==> src/rtl/ps2_host_tx_if.sv <==
// Command-side bundle for ps2_host_tx.
//   cmd_valid / cmd_data : byte offered to the transmitter (LSB sent first)
//   cmd_ready            : transmitter idle and able to accept a byte
//   sent                 : one-cycle pulse, frame acknowledged by the device
//   error                : one-cycle pulse, frame aborted
// master = command source, slave = ps2_host_tx.
interface ps2_host_tx_if;
  logic       cmd_valid;
  logic [7:0] cmd_data;
  logic       cmd_ready;
  logic       sent;
  logic       error;

  modport master (
    output cmd_valid,
    output cmd_data,
    input  cmd_ready,
    input  sent,
    input  error
  );

  modport slave (
    input  cmd_valid,
    input  cmd_data,
    output cmd_ready,
    output sent,
    output error
  );
endinterface

==> src/rtl/ps2_host_tx.sv <==
// PS/2 host-to-device transmitter. Inhibits the bus, issues a request-to-send, then clocks out
// 8 data bits (LSB first), odd parity and stop in step with the device clock, and checks the
// device ACK.
// Ports:
//   clk, reset          : system clock, synchronous active-high reset
//   cmd (slave)         : cmd_valid/cmd_data/cmd_ready handshake plus sent/error pulses
//   ps2_clk_in/dat_in   : raw PS/2 pin levels (asynchronous)
//   ps2_*_drive_low     : 1 pulls the open-drain line low, 0 releases it
// Optional build macro PS2_HOST_TX_TIMEOUT_EN adds start/frame timeouts that abort the frame
// with an error pulse; without it the block waits indefinitely for the device.
module ps2_host_tx #(
  parameter int unsigned INHIBIT_CYCLES = 5000,
  parameter int unsigned START_TIMEOUT  = 750000,
  parameter int unsigned FRAME_TIMEOUT  = 100000
) (
  input  logic         clk,
  input  logic         reset,
  ps2_host_tx_if.slave cmd,
  input  logic         ps2_clk_in,
  input  logic         ps2_dat_in,
  output logic         ps2_clk_drive_low,
  output logic         ps2_dat_drive_low
);

  localparam int unsigned InhW = (INHIBIT_CYCLES > 1) ? $clog2(INHIBIT_CYCLES) : 1;

  if (INHIBIT_CYCLES == 0 || START_TIMEOUT == 0 || FRAME_TIMEOUT == 0) begin : g_bad_cfg
    $error("ps2_host_tx: INHIBIT_CYCLES, START_TIMEOUT and FRAME_TIMEOUT must be non-zero");
  end

  typedef enum logic [2:0] {
    StIdle,
    StInhibit,
    StReq,
    StWaitFirst,
    StShift,
    StAck,
    StReleaseWait
  } state_e;

  state_e          state_q;
  logic [7:0]      data_q;
  logic            parity_q;
  logic [3:0]      bit_cnt_q;
  logic [InhW-1:0] inh_cnt_q;
  logic            ready_q, clk_low_q, dat_low_q, sent_q, error_q;

  // Two-flop synchronizers; clk_prev_q holds the previous synchronized clock for edge detect.
  logic clk_meta_q, clk_sync_q, clk_prev_q;
  logic dat_meta_q, dat_sync_q;
  logic fall;

  assign fall = clk_prev_q & ~clk_sync_q;

  logic start_expired, frame_expired;

`ifdef PS2_HOST_TX_TIMEOUT_EN
  localparam int unsigned TmoMax = (START_TIMEOUT > FRAME_TIMEOUT) ? START_TIMEOUT : FRAME_TIMEOUT;
  localparam int unsigned TmoW   = $clog2(TmoMax + 1);

  logic [TmoW-1:0] tmo_q;

  // Restarts on entry to WAIT_FIRST and again at the first device edge, so one counter serves
  // both the start window and the frame window.
  always_ff @(posedge clk) begin
    if (reset) begin
      tmo_q <= '0;
    end else if ((state_q == StWaitFirst && fall) ||
                 !(state_q inside {StWaitFirst, StShift, StAck})) begin
      tmo_q <= '0;
    end else begin
      tmo_q <= tmo_q + 1'b1;
    end
  end

  assign start_expired = (state_q == StWaitFirst) && (tmo_q == TmoW'(START_TIMEOUT - 1));
  assign frame_expired = (state_q inside {StShift, StAck}) && (tmo_q == TmoW'(FRAME_TIMEOUT - 1));
`else
  assign start_expired = 1'b0;
  assign frame_expired = 1'b0;
`endif

  always_ff @(posedge clk) begin
    if (reset) begin
      state_q    <= StIdle;
      data_q     <= '0;
      parity_q   <= 1'b0;
      bit_cnt_q  <= '0;
      inh_cnt_q  <= '0;
      ready_q    <= 1'b1;
      clk_low_q  <= 1'b0;
      dat_low_q  <= 1'b0;
      sent_q     <= 1'b0;
      error_q    <= 1'b0;
      clk_meta_q <= 1'b1;
      clk_sync_q <= 1'b1;
      clk_prev_q <= 1'b1;
      dat_meta_q <= 1'b1;
      dat_sync_q <= 1'b1;
    end else begin
      clk_meta_q <= ps2_clk_in;
      clk_sync_q <= clk_meta_q;
      clk_prev_q <= clk_sync_q;
      dat_meta_q <= ps2_dat_in;
      dat_sync_q <= dat_meta_q;
      sent_q     <= 1'b0;
      error_q    <= 1'b0;

      if (start_expired || frame_expired) begin
        clk_low_q <= 1'b0;
        dat_low_q <= 1'b0;
        error_q   <= 1'b1;
        ready_q   <= 1'b1;
        state_q   <= StIdle;
      end else begin
        unique case (state_q)
          StIdle: begin
            if (cmd.cmd_valid) begin
              data_q    <= cmd.cmd_data;
              parity_q  <= ~^cmd.cmd_data;
              ready_q   <= 1'b0;
              clk_low_q <= 1'b1;
              inh_cnt_q <= '0;
              state_q   <= StInhibit;
            end
          end
          StInhibit: begin
            if (inh_cnt_q == InhW'(INHIBIT_CYCLES - 1)) begin
              dat_low_q <= 1'b1;  // start bit
              state_q   <= StReq;
            end else begin
              inh_cnt_q <= inh_cnt_q + 1'b1;
            end
          end
          StReq: begin
            clk_low_q <= 1'b0;
            bit_cnt_q <= '0;
            state_q   <= StWaitFirst;
          end
          StWaitFirst: begin
            if (fall) begin
              dat_low_q <= ~data_q[0];
              bit_cnt_q <= 4'd1;
              state_q   <= StShift;
            end
          end
          StShift: begin
            if (fall) begin
              if (bit_cnt_q != 4'hF) bit_cnt_q <= bit_cnt_q + 4'd1;
              // bit_cnt_q is the index of the falling edge minus one.
              if (bit_cnt_q <= 4'd7) begin
                dat_low_q <= ~data_q[bit_cnt_q[2:0]];
              end else if (bit_cnt_q == 4'd8) begin
                dat_low_q <= ~parity_q;
              end else begin
                dat_low_q <= 1'b0;  // stop bit
                state_q   <= StAck;
              end
            end
          end
          StAck: begin
            if (fall) begin
              if (!dat_sync_q) begin
                state_q <= StReleaseWait;
              end else begin
                error_q <= 1'b1;
                ready_q <= 1'b1;
                state_q <= StIdle;
              end
            end
          end
          StReleaseWait: begin
            if (clk_sync_q && dat_sync_q) begin
              sent_q  <= 1'b1;
              ready_q <= 1'b1;
              state_q <= StIdle;
            end
          end
          default: begin
            ready_q   <= 1'b1;
            clk_low_q <= 1'b0;
            dat_low_q <= 1'b0;
            state_q   <= StIdle;
          end
        endcase
      end
    end
  end

  assign cmd.cmd_ready     = ready_q;
  assign cmd.sent          = sent_q;
  assign cmd.error         = error_q;
  assign ps2_clk_drive_low = clk_low_q;
  assign ps2_dat_drive_low = dat_low_q;

endmodule
==> src/flat_wrapper.sv <==
// flat-port wrapper written by rule: the top's interface ports become plain ports
module ps2_host_tx_flat 
#(
  parameter int unsigned INHIBIT_CYCLES = 5000,
  parameter int unsigned START_TIMEOUT  = 750000,
  parameter int unsigned FRAME_TIMEOUT  = 100000
)
  (clk, reset, ps2_clk_in, ps2_dat_in, ps2_clk_drive_low, ps2_dat_drive_low, cmd_cmd_valid, cmd_cmd_data, cmd_cmd_ready, cmd_sent, cmd_error);
  ps2_host_tx_if cmd_i ();
  input  logic clk;
  input  logic reset;
  input  logic ps2_clk_in;
  input  logic ps2_dat_in;
  output logic ps2_clk_drive_low;
  output logic ps2_dat_drive_low;
  input wire logic [$bits(cmd_i.cmd_valid)-1:0] cmd_cmd_valid;
  input wire logic [$bits(cmd_i.cmd_data)-1:0] cmd_cmd_data;
  output wire logic [$bits(cmd_i.cmd_ready)-1:0] cmd_cmd_ready;
  output wire logic [$bits(cmd_i.sent)-1:0] cmd_sent;
  output wire logic [$bits(cmd_i.error)-1:0] cmd_error;
  assign cmd_i.cmd_valid = cmd_cmd_valid;
  assign cmd_i.cmd_data = cmd_cmd_data;
  assign cmd_cmd_ready = cmd_i.cmd_ready;
  assign cmd_sent = cmd_i.sent;
  assign cmd_error = cmd_i.error;
  ps2_host_tx #(.INHIBIT_CYCLES(INHIBIT_CYCLES), .START_TIMEOUT(START_TIMEOUT), .FRAME_TIMEOUT(FRAME_TIMEOUT)) u_core (.clk(clk), .reset(reset), .cmd(cmd_i), .ps2_clk_in(ps2_clk_in), .ps2_dat_in(ps2_dat_in), .ps2_clk_drive_low(ps2_clk_drive_low), .ps2_dat_drive_low(ps2_dat_drive_low));
endmodule
==> config.mk <==
export PLATFORM = sky130hd
export DESIGN_NAME = ps2_host_tx_flat
export DESIGN_NICKNAME = d
export VERILOG_FILES = /design/src/rtl/ps2_host_tx_if.sv /design/src/rtl/ps2_host_tx.sv /design/src/flat_wrapper.sv
export SDC_FILE = /design/constraint.sdc
export NUM_CORES = 1
export LEC_CHECK = 0
export BUFFER_PORTS_ARGS = -buffer_cell sky130_fd_sc_hd__buf_2
export CORE_MARGIN = 2
export CORE_UTILIZATION = 45
export CTS_CLUSTER_DIAMETER = 40
export CTS_CLUSTER_SIZE = 14
export DETAILED_ROUTE_END_ITERATION = 7
export PLACE_DENSITY_LB_ADDON = 0.08
export RECOVER_POWER = 25
export SYNTH_ARGS = -nofsm -noshare
export SYNTH_HDL_FRONTEND = slang
export SYNTH_SLANG_ARGS = --single-unit
==> constraint.sdc <==
create_clock -name clk -period 2.85 [get_ports clk]
set_input_delay 0.1425 -clock clk [delete_from_list [all_inputs] [get_ports clk]]
set_output_delay 0.1425 -clock clk [all_outputs]
set_load 0.01 [all_outputs]
==> impl_results.rst, run 1 <==
.. list-table::
   :header-rows: 1

   * - Metric
     - Value
   * - Run status
     - complete, no violations
   * - Detailed Routing Iterations Pass 1
     - 4
   * - Pin count of the biggest net entering global routing
     - 31
   * - Clock power share
     - 0.261
   * - Ratio of total power to cell area
     - just over 700 nW/um^2
   * - Global-route wire length before repair
     - 7080 microns
   * - Vias in the first global route
     - between 1,500 and 2,000
   * - Buffer depth of the longest clock path
     - 2
   * - Cells after Synth
     - roughly 230
   * - Half-perimeter wire length after detailed placement
     - 2860 microns
   * - Combined global-route utilization of all metal layers
     - 0.182
   * - Finish-stage setup viols
     - 0
   * - Residual DRC
     - 0
   * - Max-cap violations
     - 0
   * - Detail-routed net length per standard cell
     - around 13 microns
   * - Skew-Pair Late Insertion Delay
     - 290 ps
   * - Tcrit/Tclk final
     - 0.778
   * - Beginning of the critical path
     - u_core.inh_cnt_q[4]
   * - Critical Path End Type
     - flip-flop
   * - Crit start category
     - flip-flop
   * - Area of the mapped netlist
     - ~1900 sq um
   * - Antenna violations before repair
     - 0
   * - Number of inserted diodes
     - 0
   * - Data arrival time of the worst path
     - 2390 ps
   * - Post-synth net total
     - 241
   * - DRT Wirelength
     - between 3000 and 4000 microns
   * - Number of clock sinks
     - 39
   * - Average footprint of a synthesized cell
     - between 8 and 9 sq um
   * - Die Footprint
     - about 4800 sq um
   * - Area of the core
     - roughly 4000 sq um
   * - H-tree Lvls
     - 2
   * - Achievable clock frequency
     - between 400 and 500 MHz
   * - Startpoint of the most critical hold path
     - ps2_clk_in
   * - Leakage power
     - ~0.00078 uW
   * - Internal
     - between 1000 and 1500 uW
   * - Vias per Instance
     - between 5 and 6
   * - Count of pins over their slew limit
     - 0
   * - Total via count in the routed design
     - 1,571
   * - Number of buffers inserted for hold repair after clock tree synthesis
     - 0
   * - Area grow syn2layout
     - 11.8%
   * - Cell variety after synth
     - 43
   * - Violation count after the first detailed-route iteration
     - between 150 and 200
   * - Synth warn
     - 0
   * - Worst hold-check slack
     - 36.2 ps
   * - Number of nets in the layout
     - between 200 and 300
   * - Clock transition at the registers of the reported paths
     - ~70 ps
   * - Final TNS setup
     - 0 ps
   * - Tmin final
     - between 2000 and 2500 ps
   * - Source of the worst register-to-register timing path
     - u_core.inh_cnt_q[4]
   * - Final weighted congestion of routability-driven global placement
     - roughly 0.77
   * - Number of I/O pins
     - 18
   * - Power spent charging and discharging nets
     - about 520 uW
   * - Maximum vdd ir drop
     - roughly 0.00035 V
   * - Type of the worst min-delay path
     - primary input to flip-flop
   * - Antenna violation net count after detailed routing
     - 0
   * - Critical path required time
     - ~3000 ps
   * - Fill cell total of the finished layout
     - 420
   * - Row count
     - 23
   * - Rel. slew slack
     - 0.186
   * - Initial core utilization
     - 0.472
   * - Total power
     - 1540 uW
   * - Final setup skew
     - around 4.9 ps
   * - Count of buffers inserted at the top-level ports
     - 17
   * - Gate power share
     - 0.289
   * - Root Buffer Master
     - sky130_fd_sc_hd__clkbuf_8
   * - # Post-CTS Setup Buffers
     - 0
   * - Hold Violations, Final
     - 0
   * - Transition at the pin with the smallest max-transition slack
     - about 1200 ps
   * - Fraction of final layout cells sized beyond drive strength 1
     - 0.148
   * - Switching fraction of total power
     - 0.341
   * - Setup repair after global routing missed its margin
     - no
   * - Start-to-end type of the worst setup path
     - flip-flop to flip-flop
   * - Seq/Total Area, Yosys
     - 0.410
   * - Die outline height
     - just under 70 microns
   * - Sequential power share
     - 0.450
   * - TritonCTS clock tree
     - yes
   * - Flip-flop and latch count after synthesis
     - 39
   * - Die outline width
     - approximately 69 microns
   * - TritonCTS Buffers
     - 5
   * - Total congestion overflow
     - 0
   * - Maximum fanout count along the critical path
     - 5
   * - Post-cts repair resize count
     - 0
## worst max-delay path, stage by stage (launching register included)
cell	delay, ps
sky130_fd_sc_hd__dfxtp_1	340
sky130_fd_sc_hd__or4_1	520
sky130_fd_sc_hd__or4_4	530
sky130_fd_sc_hd__a211o_1	380
sky130_fd_sc_hd__nor3_1	240
sky130_fd_sc_hd__o2bb2ai_1	100
## metrics by stage
step            util  cell area, sq um  setup WS, ps  std cells
2_1_floorplan      -              1900           777        225
3_3_place_gp   0.505              2030           703        285
3_5_place_dp   0.505              2030           671        285
4_1_cts        0.530              2130           643        293
5_1_grt        0.528              2130           495        293
6_report       0.528              2130           634        293
## cell type report
type	count	area [sq um]	share of cell area
Multi-Input combinational cell	171	1060	0.501
Sequential cell	39	781	0.367
Tap cell	50	62.6	0.0294
Timing Repair Buffer	20	100	0.0471
Clock buffer	8	100	0.0471
Inverter	5	18.8	0.00882
## cell families after synthesis
group / Yosys count / share of synthesized area
AOI/OAI and AO/OA: 48 / 0.155
xor gates and xnor gates: 17 / 0.0782
DFF: 39 / 0.410
and+or+nand+nor: 99 / 0.273
adders and majority gates: 3 / 0.0197
buffers and inverters: 15 / 0.0302
muxes: 4 / 0.0342
## registers in the layout, summed over array words and instances (netlist names)
name and count:
u_core.bit_cnt_q 4, u_core.clk_meta_q 1, u_core.clk_prev_q 1, u_core.clk_sync_q 1
u_core.cmd.cmd_ready 1, u_core.cmd.error 1, u_core.cmd.sent 1, u_core.dat_meta_q 1
u_core.dat_sync_q 1, u_core.data_q 8, u_core.inh_cnt_q 13, u_core.parity_q 1
u_core.ps2_clk_drive_low 1, u_core.ps2_dat_drive_low 1, u_core.state_q 3
## power groups by stage
stage               clock [uW]  combinational [uW]  sequential [uW]
global placement             0                 451              705
floorplan                    0                 356              669
CTS                        418                 454              692
detailed placement           0                 448              704
finish                     403                 446              693
global route               436                 516              705
## Yosys cell counts (all sizes together)
cell	instances	share of area
a21oi	23	0.060
nor4	1	0.0033
nand2	27	0.053
a41oi	1	0.0046
ha	3	0.020
or3	4	0.013
mux2i	2	0.011
mux4	2	0.024
o2bb2ai	1	0.0046
nor4b	1	0.0046
o21ai	11	0.029
and3b	1	0.0046
nand2b	5	0.016
and4	2	0.0099
nand3	6	0.016
nor2	17	0.035
or3b	2	0.0092
clkbuf	9	0.018
nor3b	1	0.0039
and2	1	0.0033
o32a	1	0.0053
a211o	2	0.0092
a311oi	2	0.0092
buf	1	0.0026
o41ai	1	0.0085
xor2	5	0.023
nor3	9	0.024
xnor2	12	0.055
nand4	2	0.0066
a211oi	4	0.016
or2	7	0.023
a31oi	1	0.0033
and3	4	0.013
o2111ai	1	0.0046
inv	5	0.0099
dfxtp	39	0.41
nor2b	5	0.016
nand3b	2	0.0079
or4	2	0.0099
## worst paths after layout
kind | end | slack, ps | depth (start not counted)
hold / removal | u_core.clk_meta_q | 40 | 2
hold reg to reg | u_core.dat_sync_q | 420 | 1
setup / recovery | u_core.state_q[1] | 630 | 5
setup reg to reg | u_core.state_q[1] | 630 | 5
## metal layers
| metal | global-route usage | part of all wire | up-vias |
|---|---|---|---|
| met5 | 0 | 0 | - |
| met4 | 0.0610 | 0.015 | 0 |
| met3 | 0.0439 | 0.027 | 6 |
| met2 | 0.274 | 0.45 | 23 |
| met1 | 0.256 | 0.51 | 712 |
| li1 | - | - | 830 |
## cell usage in the layout, fill, tap and decap left out, drive strengths merged, types with 2 or more instances in the layout
cell	count
nor2b	5
mux2i	2
and3	4
a311oi	2
or3b	2
buf	14
or2	7
a211o	2
or4	2
nor2	17
dfxtp	39
mux4	2
nand2b	5
o21ai	11
inv	5
a21oi	23
or3	4
a211oi	4
and4	2
nor3	9
nand3b	2
ha	3
nand4	2
xor2	5
nand2	27
nand3	6
xnor2	12
clkbuf	14
(Power assumes the default switching activity.)
==> run 2: changes to the inputs <==
--- a/config.mk
+++ b/config.mk
@@ -5,6 +5,7 @@
 export SDC_FILE = /design/constraint.sdc
 export NUM_CORES = 1
 export LEC_CHECK = 0
+export ABC_AREA = 1
 export BUFFER_PORTS_ARGS = -buffer_cell sky130_fd_sc_hd__buf_2
 export CORE_MARGIN = 2
 export CORE_UTILIZATION = 45
==> constraint.sdc (replaced) <==
create_clock -name clk -period 2.06 [get_ports clk]
set_input_delay 0.103 -clock clk [delete_from_list [all_inputs] [get_ports clk]]
set_output_delay 0.103 -clock clk [all_outputs]
set_load 0.01 [all_outputs]
==> impl_results.rst, run 2 <==
.. list-table::
   :header-rows: 1

   * - Metric
     - Value
   * - Total power
     - 2720 uW (+77%)
   * - Die Footprint
     - 5870 sq um (+23%)
   * - Hold Path Depth
     - 3 (+1)
   * - Area share of xor/xnor cells in the synthesized design
     - 0.0369 (-0.0414)
   * - Max-cap violations
     - 0 (unchanged)
   * - Ratio of total power to cell area
     - 1050 nW/um^2 (+45%)
   * - Flip-flop count of the largest register after layout
     - 13 (unchanged)
   * - Die outline height
     - 76.6 microns (+11%)
   * - Antenna violations before repair
     - 0 (unchanged)
   * - Root Buffer Master
     - sky130_fd_sc_hd__clkbuf_8
   * - Antenna violation net count after detailed routing
     - 0 (unchanged)
   * - Commonest cells after routing, fill and taps aside
     - sky130_fd_sc_hd__nand2_1 (82), sky130_fd_sc_hd__nor2_1 (52), sky130_fd_sc_hd__dfxtp_1 (39)
   * - Number of buffers and inverters on the critical path
     - 0 (unchanged)
   * - Cell variety after synth
     - 37 (-14%)
   * - Depth of the worst register-to-register path
     - 10 (+5)
   * - Global-route wire length before repair
     - 8740 microns (+23%)
   * - Tmin final
     - 1740 ps (-472 ps)
   * - Number of inserted diodes
     - 0 (unchanged)
   * - Main combinational cell family by area after synthesis
     - simple AND/OR/NAND/NOR gates
   * - Highest-delay cell along the critical path
     - sky130_fd_sc_hd__dfxtp_1
   * - Final weighted congestion of routability-driven global placement
     - 0.893 (+16%)
   * - Top-count cell post-synth
     - sky130_fd_sc_hd__nand2_1
   * - Registers with the highest flip-flop counts
     - u_core.inh_cnt_q: 13 flops, u_core.data_q: 8 flops, u_core.bit_cnt_q: 4 flops
   * - Maximum fanout count along the critical path
     - 14 (+9)
   * - # Post-CTS Setup Buffers
     - 0 (unchanged)
   * - Initial core utilization
     - 0.465 (-0.00739)
   * - Average footprint of a synthesized cell
     - 6.86 sq um (-19%)
   * - Dominant cell type by area after synthesis
     - sky130_fd_sc_hd__dfxtp_1
   * - Yosys top cell area share
     - 0.329 (-0.0815)
   * - Total via count in the routed design
     - 2,137 (+36%)
   * - Final setup skew
     - 8.44 ps (+3.52 ps)
   * - Maximum vdd ir drop
     - 0.000566 V (+61%)
   * - Most area-consuming cells after synthesis
     - sky130_fd_sc_hd__dfxtp_1 (33%), sky130_fd_sc_hd__nand2_1 (13%), sky130_fd_sc_hd__nor2_1 (8.2%)
   * - Largest Register
     - u_core.inh_cnt_q
   * - Run status
     - complete, no violations
   * - Share of synthesized area spent on multiplexers
     - 0 (-0.0342)
   * - DRT Wirelength
     - 5090 microns (+29%)
   * - Pin count of the biggest net entering global routing
     - 24 (-23%)
   * - Flip-flop and latch count after synthesis
     - 39 (unchanged)
   * - Clock transition at the registers of the reported paths
     - 80 ps (about the same)
   * - Combined global-route utilization of all metal layers
     - 0.182 (about the same)
   * - Transition at the pin with the smallest max-transition slack
     - 532 ps (-689 ps)
   * - Achievable clock frequency
     - 573 MHz (+27%)
   * - Data arrival time of the worst path
     - 1920 ps (-470 ps)
   * - Most numerous cell on the critical path
     - sky130_fd_sc_hd__nand2_4
   * - Area of the mapped netlist
     - 2370 sq um (+25%)
   * - Tcrit/Tclk final
     - 0.847 (+0.0693)
   * - Violation count after the first detailed-route iteration
     - 113 (-33%)
   * - Final TNS setup
     - 0 ps (unchanged)
   * - Area grow syn2layout
     - 9.33%
   * - Source of the worst register-to-register timing path
     - u_core.inh_cnt_q[0]
   * - Detail-routed net length per standard cell
     - 11.6 microns (-14%)
   * - Vias per Instance
     - 4.89 (-8.8%)
   * - Count of pins over their slew limit
     - 0 (unchanged)
   * - Capture instance of the worst register-to-register path
     - u_core.inh_cnt_q[1]
   * - Worst R2R Setup Slack
     - 320 ps (-320 ps)
   * - Synth warn
     - 0 (unchanged)
   * - Area of the core
     - 5110 sq um (+27%)
   * - Vias in the first global route
     - 1,978 (+31%)
   * - Most common cell after layout, fill and taps aside
     - sky130_fd_sc_hd__nand2_1
   * - Count of buffers inserted at the top-level ports
     - 17 (unchanged)
   * - Cell chain of the critical path
     - ha_1 > nand2_2 > nor2_2 > nand3_2 > nand2_4 > nand2_4 > nand2_4 > nand2_1 > nand2_1 > nor2_1
   * - Post-cts repair resize count
     - 0 (unchanged)
   * - Fraction of final layout cells sized beyond drive strength 1
     - 0.199 (+0.0508)
   * - Dominant delay contributor by cell family on the critical path
     - simple AND/OR/NAND/NOR gates
   * - Worst hold path endpoint
     - u_core.data_q[4]
   * - Compound-Gate Fraction of Synth Area
     - 0.102 (-0.0528)
   * - Type of the worst min-delay path
     - primary input to flip-flop
   * - Row count
     - 26 (+13%)
   * - Cells after Synth
     - 346 (+54%)
   * - Number of buffers inserted for hold repair after clock tree synthesis
     - 2 (+2)
   * - Slowest stage delay, CP
     - 420 ps (-110 ps)
   * - TritonCTS clock tree
     - yes
   * - Fill cell total of the finished layout
     - 539 (+28%)
   * - Rel. slew slack
     - 0.645 (+0.459)
   * - Setup repair after global routing missed its margin
     - no
   * - Detailed Routing Iterations Pass 1
     - 5 (+1)
   * - Number of I/O pins
     - 18 (unchanged)
   * - Share of async-settable or async-resettable flops after synthesis
     - 0 (unchanged)
   * - Flip-flop cell with the highest count after synthesis
     - sky130_fd_sc_hd__dfxtp_1
   * - Critical path required time
     - 2230 ps (-800 ps)
   * - Critical Path End Type
     - flip-flop
   * - Crit start category
     - flip-flop
   * - Seq/Total Area, Yosys
     - 0.329 (-0.0815)
   * - Leakage power
     - 0.00108 uW (+38%)
   * - Post-synth net total
     - 362 (+50%)
   * - Die outline width
     - 76.6 microns (+11%)
   * - Total congestion overflow
     - 0 (unchanged)
   * - Top cells by count, synth
     - sky130_fd_sc_hd__nand2_1 (82), sky130_fd_sc_hd__nor2_1 (52), sky130_fd_sc_hd__dfxtp_1 (39)
   * - Post-synthesis simple-gate area fraction
     - 0.424 (+0.151)
   * - H-tree Lvls
     - 2 (unchanged)
   * - Buffer depth of the longest clock path
     - 2 (unchanged)
   * - Startpoint of the most critical hold path
     - cmd_cmd_data[4]
   * - Start-to-end type of the worst setup path
     - flip-flop to flip-flop
   * - TritonCTS Buffers
     - 5 (unchanged)
   * - Adder-Cell Fraction of Synth Area
     - 0.0158 (-0.00392)
   * - Number of flops mapped to enable cells by yosys
     - 0 (unchanged)
   * - Number of clock sinks
     - 39 (unchanged)
   * - Skew-Pair Late Insertion Delay
     - 290 ps (about the same)
   * - Hold Violations, Final
     - 0 (unchanged)
   * - Half-perimeter wire length after detailed placement
     - 3780 microns (+32%)
   * - Residual DRC
     - 0 (unchanged)
   * - Number of nets in the layout
     - 382 (+48%)
   * - Finish-stage setup viols
     - 0 (unchanged)
run 2: cell types whose count changed after synthesis, sizes merged, moves of 6 or more:
cell	previous run	this run
nand2	27	98
nor2	17	58
inv	5	33
nand3	6	34
xnor2	12	5
nor3	9	3
run 2: per-layer routing:
layer | up-vias | part of all wire | GRT usage
li1 | 1141 | - | -
met1 | 954 | 0.52 | 0.241
met2 | 36 | 0.44 | 0.301
met3 | 6 | 0.036 | 0.0320
met4 | 0 | 0.011 | 0.0564
met5 | - | 0 | 0
run 2: cell families after synthesis:
logic type,count (synthesis)
compound gates,40
flops,39
simple gates,208
fa+ha+maj,3
buf+inv,46
xor+xnor,10
run 2: cell type report:
cell class	instances	area [sq um]	share of cell area
clock buffers	5	68.8	0.0265
repair buffers	23	129	0.0496
well taps	70	87.6	0.0337
multi-input cells	261	1370	0.529
flip-flops and latches	39	781	0.301
clock inverters	3	15.0	0.00578
inverters	36	143	0.0549
run 2: where the power goes:
part / switching (uW) / total (uW) / internal, uW / leakage (uW)
combinational: 784 / 1200 / 412 / 0.000712
sequential: 144 / 1030 / 882 / 0.000319
clock: 269 / 501 / 232 / 0.0000477
run 2: stage by stage:
step	hold WS (ps)	cells	util	worst slack (ps)	instance area, sq um
after global routing	74.5	437	0.508	171	2600
final	56.8	437	0.508	315	2600
after CTS	54.5	437	0.510	314	2600
after floorplan	207	346	-	558	2370
after global placement	289	427	0.489	353	2500
after detailed placement	293	427	0.489	324	2500
run 2: worst register-to-register path: cells and delay by family, from the launching register on:
kind | cells | cell delay (ps)
simple gates | 9 | 880
flops | 1 | 420
fa+ha+maj | 1 | 350
run 2: how the worst max path moves through the flow:
stage,startpoint,cells after the start,to,slack [ps]
6_report,u_core.inh_cnt_q[0],10,u_core.inh_cnt_q[1],320
5_1_grt,u_core.inh_cnt_q[0],10,u_core.inh_cnt_q[1],170
4_1_cts,u_core.inh_cnt_q[0],10,u_core.inh_cnt_q[1],310
2_1_floorplan,u_core.inh_cnt_q[0],10,u_core.inh_cnt_q[2],560
3_5_place_dp,u_core.inh_cnt_q[0],10,u_core.inh_cnt_q[1],320
3_3_place_gp,u_core.inh_cnt_q[0],10,u_core.inh_cnt_q[0],350
==> run 3: changes to the inputs <==
--- a/config.mk
+++ b/config.mk
@@ -5,7 +5,7 @@
 export SDC_FILE = /design/constraint.sdc
 export NUM_CORES = 1
 export LEC_CHECK = 0
-export ABC_AREA = 1
+export ABC_AREA = 0
 export BUFFER_PORTS_ARGS = -buffer_cell sky130_fd_sc_hd__buf_2
 export CORE_MARGIN = 2
 export CORE_UTILIZATION = 45
==> constraint.sdc (replaced) <==
create_clock -name clk -period 1.7 [get_ports clk]
set_input_delay 0.085 -clock clk [delete_from_list [all_inputs] [get_ports clk]]
set_output_delay 0.085 -clock clk [all_outputs]
set_load 0.01 [all_outputs]
==> impl_results.rst, run 3 (synthesized netlist as in run 1, its figures left out) <==
.. list-table::
   :header-rows: 1

   * - Metric
     - Value
   * - Total via count in the routed design
     - 1,700 (-20%)
   * - Largest Register
     - u_core.inh_cnt_q
   * - Routed met2 length
     - 1970 microns (-11%)
   * - Ratio of total power to cell area
     - 1200 nW/um^2 (+15%)
   * - Combined global-route utilization of all metal layers
     - 0.187 (+0.00510)
   * - Max-cap violations
     - 0 (unchanged)
   * - Die Footprint
     - 4770 sq um (-19%)
   * - DRT Wirelength
     - 4250 microns (-16%)
   * - Crit start category
     - flip-flop
   * - Setup repair after global routing missed its margin
     - yes
   * - Root Buffer Master
     - sky130_fd_sc_hd__clkbuf_8
   * - Fill cell total of the finished layout
     - 375 (-30%)
   * - Rel. slew slack
     - 0.635 (-0.00940)
   * - Number of inserted diodes
     - 0 (unchanged)
   * - Transition at the pin with the smallest max-transition slack
     - 547 ps (+14.8 ps)
   * - Maximum fanout count along the critical path
     - 4 (-10)
   * - Hold Violations, Final
     - 0 (unchanged)
   * - Detail-routed net length per standard cell
     - 13.1 microns (+13%)
   * - Initial core utilization
     - 0.472 (+0.00739)
   * - Count of pins over their slew limit
     - 0 (unchanged)
   * - Antenna violation net count after detailed routing
     - 0 (unchanged)
   * - TritonCTS clock tree
     - yes
   * - Flip-flop count of the largest register after layout
     - 13 (unchanged)
   * - Routed met1 length
     - 2090 microns (-20%)
   * - Data arrival time of the worst path
     - 2230 ps (+310 ps)
   * - Worst slack at placement
     - -300 ps (-624 ps)
   * - Detailed Routing Iterations Pass 1
     - 8 (+3)
   * - Vias per Instance
     - 5.25 (+7.3%)
   * - Start-to-end type of the worst setup path
     - flip-flop to flip-flop
   * - Number of I/O pins
     - 18 (unchanged)
   * - Final weighted congestion of routability-driven global placement
     - 0.780 (-13%)
   * - Tcrit/Tclk final
     - 1.19 (+0.339)
   * - H-tree Lvls
     - 2 (unchanged)
   * - Registers with the highest flip-flop counts
     - u_core.inh_cnt_q: 13 flops, u_core.data_q: 8 flops, u_core.bit_cnt_q: 4 flops
   * - Crit path setup slack, layout
     - -315 ps (-631 ps)
   * - Global-route wire length before repair
     - 7320 microns (-16%)
   * - Maximum vdd ir drop
     - 0.000613 V (+8.3%)
   * - Leakage power
     - 0.000971 uW (-10%)
   * - Achievable clock frequency
     - 496 MHz (-13%)
   * - Count of buffers inserted at the top-level ports
     - 17 (unchanged)
   * - Tmin final
     - 2020 ps (+271 ps)
   * - Finish-stage setup viols
     - 8 (+8)
   * - Final setup skew
     - 10.5 ps (+2.02 ps)
   * - Critical path required time
     - 1910 ps (-320 ps)
   * - Most common cell after layout, fill and taps aside
     - sky130_fd_sc_hd__dfxtp_1
   * - Die outline height
     - 69.0 microns (-9.9%)
   * - Highest signal layer in the routed design
     - met4
   * - Critical Path End Type
     - flip-flop
   * - Number of nets in the layout
     - 289 (-24%)
   * - Clock transition at the registers of the reported paths
     - 80 ps (about the same)
   * - Violations in the final reports
     - negative setup slack
   * - Total length of routed met3 wires
     - 137 microns (-26%)
   * - TritonCTS Buffers
     - 5 (unchanged)
   * - Run status
     - complete, but fails checks
   * - Half-perimeter wire length after detailed placement
     - 3140 microns (-17%)
   * - Vias in the first global route
     - 1,653 (-16%)
   * - Skew-Pair Late Insertion Delay
     - 290 ps (about the same)
   * - Antenna violations before repair
     - 0 (unchanged)
   * - Pin count of the biggest net entering global routing
     - 31 (+29%)
   * - Area of the core
     - 4030 sq um (-21%)
   * - Commonest cells after routing, fill and taps aside
     - sky130_fd_sc_hd__dfxtp_1 (36), sky130_fd_sc_hd__buf_4 (31), sky130_fd_sc_hd__nand2_1 (27)
   * - Row count
     - 23 (-12%)
   * - Final TNS setup
     - -1880 ps (-1880 ps)
   * - Area grow syn2layout
     - 27.7%
   * - Number of clock sinks
     - 39 (unchanged)
   * - Violation count after the first detailed-route iteration
     - 173 (+53%)
   * - Buffer depth of the longest clock path
     - 2 (unchanged)
   * - Die outline width
     - 69.0 microns (-9.9%)
   * - Fraction of final layout cells sized beyond drive strength 1
     - 0.277 (+0.0785)
   * - Residual DRC
     - 0 (unchanged)
   * - Type of the worst min-delay path
     - primary input to flip-flop
   * - Total congestion overflow
     - 0 (unchanged)
-- run 3: cell types whose count changed in the layout (fill, tap and decap cells not counted), sizes merged, moves of 4 or more --
cell,change
buf,+30
or3,+4
a211oi,+4
nand3,-28
nand2b,+5
nor2b,+5
nand2,-71
nor2,-41
and3,+4
inv,-28
xnor2,+7
nand4,-5
clkinv,-5
nor3,+6
-- run 3: power by group --
| group | switching (uW) | internal, uW |
|---|---|---|
| combinational | 546 | 471 |
| sequential | 79.1 | 1030 |
| clock | 327 | 475 |
| total | 951 | 1970 |
-- run 3: through the flow --
stage	area (sq um)	instances	power [uW]	util	hold WS, ps
after CTS	2420	324	2950	0.601	42.8
after global placement	2270	313	2130	0.564	270
after detailed placement	2270	313	2130	0.564	271
after global routing	2430	324	3110	0.603	62.9
after floorplan	1920	225	1720	-	189
final	2430	324	2930	0.603	51.6
-- run 3: per-layer routing --
metal  up-vias  GRT usage
li1        884          -
met2        30      0.296
met1       780      0.255
met3         6     0.0307
met5         -          0
met4         0     0.0719
-- run 3: critical path, stage by stage (launching register included) --
cell,delay (ps)
sky130_fd_sc_hd__dfxtp_1,310
sky130_fd_sc_hd__or4_1,510
sky130_fd_sc_hd__or4_4,460
sky130_fd_sc_hd__a211o_1,340
sky130_fd_sc_hd__nor2_2,130
sky130_fd_sc_hd__mux2i_1,190
-- run 3: timing repair --
item	in CTS	in global routing
pin swaps	2	2
endpoints found under the setup margin	8	11
gates resized for setup	1	3
buffers inserted	1	0
hold buffers	2	0
endpoints found under the hold margin	2	0
-- run 3: layout make-up --
type                       instances  area (sq um)  area share
clock buffer                       6          82.6      0.0340
clock inverter                     2          35.0      0.0144
inverter                           5          18.8     0.00772
multi-input combinational        171          1090       0.450
sequential                        39           785       0.323
tap                               50          62.6      0.0257
timing repair buffer              51           354       0.146
-- run 3: final timing paths --
kind / end / slack, ps / startpoint / depth (start not counted)
setup / recovery: u_core.state_q[0] / -320 / u_core.inh_cnt_q[3] / 5
hold / removal: u_core.data_q[4] / 50 / cmd_cmd_data[4] / 3
setup reg to reg: u_core.state_q[0] / -320 / u_core.inh_cnt_q[3] / 5
hold reg to reg: u_core.dat_sync_q / 420 / u_core.dat_meta_q / 1
